===== config.mk =====
export PLATFORM = sky130hd
export DESIGN_NAME = calc_sequencer
export DESIGN_NICKNAME = d
export VERILOG_FILES = /design/src/rtl/calc_sequencer.sv
export SDC_FILE = /design/constraint.sdc
export NUM_CORES = 1
export LEC_CHECK = 0
export CAP_MARGIN = 20
export CORE_MARGIN = 5
export CORE_UTILIZATION = 48
export CTS_CLUSTER_SIZE = 24
export DETAILED_ROUTE_END_ITERATION = 12
export GPL_ROUTABILITY_DRIVEN = 0
export PLACE_DENSITY = 0.78
export SYNTH_ARGS = -nofsm -noshare
export SYNTH_HDL_FRONTEND = slang
export SYNTH_SLANG_ARGS = --single-unit
export TNS_END_PERCENT = 100

===== constraint.sdc =====
create_clock -name clk -period 4 [get_ports clk]
set_clock_uncertainty 0.05 [all_clocks]
set_input_delay 0.8 -clock clk [delete_from_list [all_inputs] [get_ports clk]]
set_output_delay 0.8 -clock clk [all_outputs]
set_load 0.01 [all_outputs]

===== src/rtl/calc_sequencer.sv =====
// calc_sequencer: ADD/SUB/MUL sequencer around one shared 8-bit add/subtract unit.
// Define CALC_SEQ_MUL_EN to build the shift-add MUL path; otherwise op 2 is reserved.
module calc_sequencer (
  input  logic        clk,
  input  logic        rst,
  input  logic        start,
  input  logic [1:0]  op,
  input  logic [7:0]  a,
  input  logic [7:0]  b,
  output logic [15:0] result,
  output logic        carry,
  output logic        overflow,
  output logic        err,
  output logic        busy,
  output logic        done
);
  typedef enum logic [1:0] {
    IDLE = 2'd0,
    EXEC = 2'd1,
`ifdef CALC_SEQ_MUL_EN
    MUL  = 2'd2,
`endif
    DONE = 2'd3
  } state_t;
  state_t      state_q, state_d;
  logic [7:0]  a_q, a_d, b_q, b_d;
  logic [1:0]  op_q, op_d;
  logic [15:0] result_q, result_d;
  logic        carry_q, carry_d, overflow_q, overflow_d, err_q, err_d;
  logic        busy_q, busy_d, done_q, done_d;
  logic [7:0]  x, y, yb, sum;
  logic [3:0]  s_lo, s_hi;
  logic        sub, c4, co, ovf;
`ifdef CALC_SEQ_MUL_EN
  logic [15:0] acc_q, acc_d, acc_nxt;
  logic [2:0]  cnt_q, cnt_d;
`endif
  // Shared unit: B-complement stage feeding two 4-bit ripple stages.
  always_comb begin
`ifdef CALC_SEQ_MUL_EN
    x   = state_q == MUL ? acc_q[15:8] : a_q;
    y   = state_q == MUL ? (acc_q[0] ? a_q : 8'h00) : b_q;
    sub = state_q != MUL && op_q == 2'd1;
`else
    x   = a_q;
    y   = b_q;
    sub = op_q == 2'd1;
`endif
    yb = y ^ {8{sub}};
    {c4, s_lo} = {1'b0, x[3:0]} + {1'b0, yb[3:0]} + {4'd0, sub};
    {co, s_hi} = {1'b0, x[7:4]} + {1'b0, yb[7:4]} + {4'd0, c4};
    sum = {s_hi, s_lo};
    ovf = (x[7] == yb[7]) && (sum[7] != x[7]);
  end
  always_comb begin
    state_d    = state_q;
    a_d        = a_q;
    b_d        = b_q;
    op_d       = op_q;
    result_d   = result_q;
    carry_d    = carry_q;
    overflow_d = overflow_q;
    err_d      = err_q;
    busy_d     = busy_q;
    done_d     = done_q;
`ifdef CALC_SEQ_MUL_EN
    acc_d   = acc_q;
    cnt_d   = cnt_q;
    acc_nxt = {co, sum, acc_q[7:1]};
`endif
    case (state_q)
      IDLE: if (start) begin
        a_d    = a;
        b_d    = b;
        op_d   = op;
        err_d  = 1'b0;
        busy_d = 1'b1;
`ifdef CALC_SEQ_MUL_EN
        state_d = op == 2'd2 ? MUL : EXEC;
        acc_d   = {8'h00, b};
        cnt_d   = 3'd0;
`else
        state_d = EXEC;
`endif
      end
      // op_q[1] set here means reserved (or op 2 when MUL is not built).
      EXEC: begin
        state_d    = DONE;
        done_d     = 1'b1;
        result_d   = op_q[1] ? 16'h0000 : {8'h00, sum};
        carry_d    = !op_q[1] && co;
        overflow_d = !op_q[1] && ovf;
        err_d      = op_q[1];
      end
`ifdef CALC_SEQ_MUL_EN
      MUL: begin
        acc_d = acc_nxt;
        cnt_d = cnt_q + 3'd1;
        if (cnt_q == 3'd7) begin
          state_d    = DONE;
          done_d     = 1'b1;
          result_d   = acc_nxt;
          carry_d    = 1'b0;
          overflow_d = acc_nxt[15:8] != 8'h00;
          err_d      = 1'b0;
        end
      end
`endif
      default: begin
        state_d = IDLE;
        busy_d  = 1'b0;
        done_d  = 1'b0;
      end
    endcase
  end
  always_ff @(posedge clk or posedge rst) begin
    if (rst) begin
      state_q    <= IDLE;
      a_q        <= 8'h00;
      b_q        <= 8'h00;
      op_q       <= 2'd0;
      result_q   <= 16'h0000;
      carry_q    <= 1'b0;
      overflow_q <= 1'b0;
      err_q      <= 1'b0;
      busy_q     <= 1'b0;
      done_q     <= 1'b0;
`ifdef CALC_SEQ_MUL_EN
      acc_q      <= 16'h0000;
      cnt_q      <= 3'd0;
`endif
    end else begin
      state_q    <= state_d;
      a_q        <= a_d;
      b_q        <= b_d;
      op_q       <= op_d;
      result_q   <= result_d;
      carry_q    <= carry_d;
      overflow_q <= overflow_d;
      err_q      <= err_d;
      busy_q     <= busy_d;
      done_q     <= done_d;
`ifdef CALC_SEQ_MUL_EN
      acc_q      <= acc_d;
      cnt_q      <= cnt_d;
`endif
    end
  end
  assign result   = result_q;
  assign carry    = carry_q;
  assign overflow = overflow_q;
  assign err      = err_q;
  assign busy     = busy_q;
  assign done     = done_q;
endmodule


==> results.cfg <==
[critical_path]
crit_type = flop to flop
worst_ep_arrival_time_ns = 3.22
crit_path_end_kind = flop
slowest_delay_ns = 0.47
start_kind = flop
crit_required_ns = 4.18
crit_top_cell = a21o_1
path_cells = nand2b_4 > xnor2_1 > fa_1 > a21o_1 > a21o_1 > fa_1 > a21o_1 > a21oi_1 > xor2_1 > o41ai_1
crit_fanout = 9
slowest_stage = dfrtp_1

[clock_tree]
cts_root_buf = clkbuf_4
cts_tree = yes
cts_buffers = 5
ctsResizeCount = 0
cts_max_level = 2
clk_latency_ns = 0.33
cts.sinks = 33
clk_path_buf_depth = 2
clk_pin_slew_ns = 0.09
postCtsSetupBuffers = 0
cts_hold_buffers = 0

[die]
core_area_um2 = 3360
die-height_um = 68.9
rows = 21
chipWidth_um = 68.9
initial_core_util_pct = 49.6
die_area_um2 = 4750
io_pins = 42

[timing]
setup_viol = 0
finalCritPeriodShare_pct = 75.9
maxSlewHeadroom_pct = 62.2
slew_violations = 0
finalSetupTns_ns = 0
timing.fmax_mhz = 329
finalHoldViolCount = 0
worstMarginPinSlew_ns = 0.565
rsz0062_at_grt = no
period_needed_ns = 3.04

[global_routing]
grtUsageTotal_pct = 14.5
first_global_vias = 1071
antenna_found_initial = 0
overflow = 0
grt_first_pass_wirelength_um = 4930
grt_max_degree = 34

[synthesis]
netlist_top_cells_count = 33 x dfrtp_1, 16 x mux2_2, 14 x nand2_1
synth_edf_count = 0
syn_area_um2 = 1670
ys_seq_area_share_pct = 49.5
synth.distinct_cells = 28
yosys.area.top_type_share_pct = 49.5
synthArstFlopShare_pct = 100
syn_avg_cell_area_um2 = 11.8
synth.area.top_cells = dfrtp_1 50%, mux2_2 11%, ha_1 4.5%
yosysTopAreaCell = dfrtp_1
synth_seq_cells = 33
synth_ff_type = dfrtp_1
synthCells = 141
yosysMostFrequentCell = dfrtp_1
yosysWarnings = 0

[routing]
drtIter0Drc = 52
drt_first_pass_iters = 4
viasPerCell = 4.92
vias = 1093
wl_um = 2980
drc = 0
post_drt_wl_per_cell_um = 13.4
final_antenna_net_count = 0

[layout]
multi_input_area_um2 = 734
drive_above_1_share_pct = 15.3
n_antenna_cell = 0
final_nets = 206
syn2layout_area_growth_pct = 22.8
layout.area.seq_um2 = 826
finalInstanceArea_um2 = 2050
fillers = 302

[placement]
dpl_cell_area_um2 = 1990
numPortBuffers = 33
dp_hpwl_um = 2350

[power_and_ir_drop]
leakagePower_nw = 0.929
power_density_nw_per_um2 = 940
ir_worst_vdd_v = 0.000413

[run]
drv_cap = 0

[min_path]
min_path_type = flop to flop

[outcome]
outcome = completed
## report_power, final
group	switching [mW]	internal (mW)
registers	0.132	0.497
logic	0.539	0.573
clock network	0.103	0.0828
total	0.774	1.15
## kinds of logic (layout without fill, tap and decap cells)
family,count (synthesis),in the layout,synth area share (%)
other,1,8,0.225
xor gates and xnor gates,12,12,6.30
and+or+nand+nor,24,24,6.98
muxes,16,16,10.8
adders and majority gates,9,9,8.10
buffers and inverters,22,50,8.33
DFF,33,33,49.5
AOI/OAI and AO/OA,24,24,9.75
## worst paths after layout
kind                                             from                     to  slack (ns)  depth (start not counted)
worst max-delay path              op_q[1]$_DFFE_PP0P_   overflow$_DFFE_PP0P_        0.96                         10
worst max register to register    op_q[1]$_DFFE_PP0P_   overflow$_DFFE_PP0P_        0.96                         10
worst min-delay path            result[4]$_DFFE_PP0P_  result[4]$_DFFE_PP0P_        0.44                          2
max in group asynchronous                         rst    op_q[0]$_DFFE_PP0P_        2.80                          3
min in group asynchronous                         rst       done$_DFFE_PP0N_        0.81                          3
worst min register to register  result[4]$_DFFE_PP0P_  result[4]$_DFFE_PP0P_        0.44                          2
## metrics by stage
step | hold slack (ns) | utilization [%] | cells | setup slack, ns | power (mW)
2_1_floorplan | 0.411 | - | 148 | 1.11 | 1.47
3_3_place_gp | 0.412 | 59.3 | 215 | 1.08 | 1.69
3_5_place_dp | 0.422 | 59.3 | 215 | 0.992 | 1.76
4_1_cts | 0.443 | 60.9 | 222 | 0.966 | 1.95
5_1_grt | 0.456 | 60.9 | 222 | 0.799 | 2.11
6_report | 0.436 | 60.9 | 222 | 0.962 | 1.93
## cells in the final DEF (no fill, tap or decap)
cell type	n
mux2_2	16
o21ai_0	7
clkdlybuf4s50_1	33
clkbuf_1	1
nor3b_2	1
xnor2_1	7
dfrtp_1	33
nor3_2	1
nand2b_4	1
o31ai_1	5
a32o_1	1
clkbuf_4	5
nor2b_1	1
nand2_1	14
o41ai_1	1
a31oi_1	1
inv_1	8
buf_4	2
a21o_1	5
ha_1	6
a21oi_1	2
fa_1	3
clkbuf_8	1
or4_1	1
xor2_1	5
a22o_1	2
conb_1	8
nor2_1	5
## per-layer routing
metal	track usage (%)	vias to the layer above	share of wire (%)
met5	0	-	0
met3	5.67	7	6.6
met4	6.57	0	1.8
met2	23.9	39	48
li1	-	533	-
met1	16.6	514	44
## worst max-delay path: cells and delay by family (launching register included)
kind	cells	cell delay, ns
AO/OA/AOI/OAI	5	1.05
XOR/XNOR	2	0.31
adder cells (fa/ha/maj)	2	0.82
flip-flops	1	0.47
AND/OR/NAND/NOR	1	0.24
## cell type report
| cell class | instances | area share, % |
|---|---|---|
| Multi-Input combinational cell | 93 | 35.9 |
| Tap cell | 46 | 2.81 |
| Clock buffer | 7 | 2.69 |
| Inverter | 8 | 1.47 |
| Timing Repair Buffer | 35 | 16.9 |
| Sequential cell | 33 | 40.3 |
## flip-flops by register name, summed over array words and instances, names as in the netlist
name      count
b_q           8
a_q           8
op_q          2
carry         1
err           1
overflow      1
state_q       2
done          1
result        8
busy          1
No activity file was read; power rests on OpenSTA's default activity.
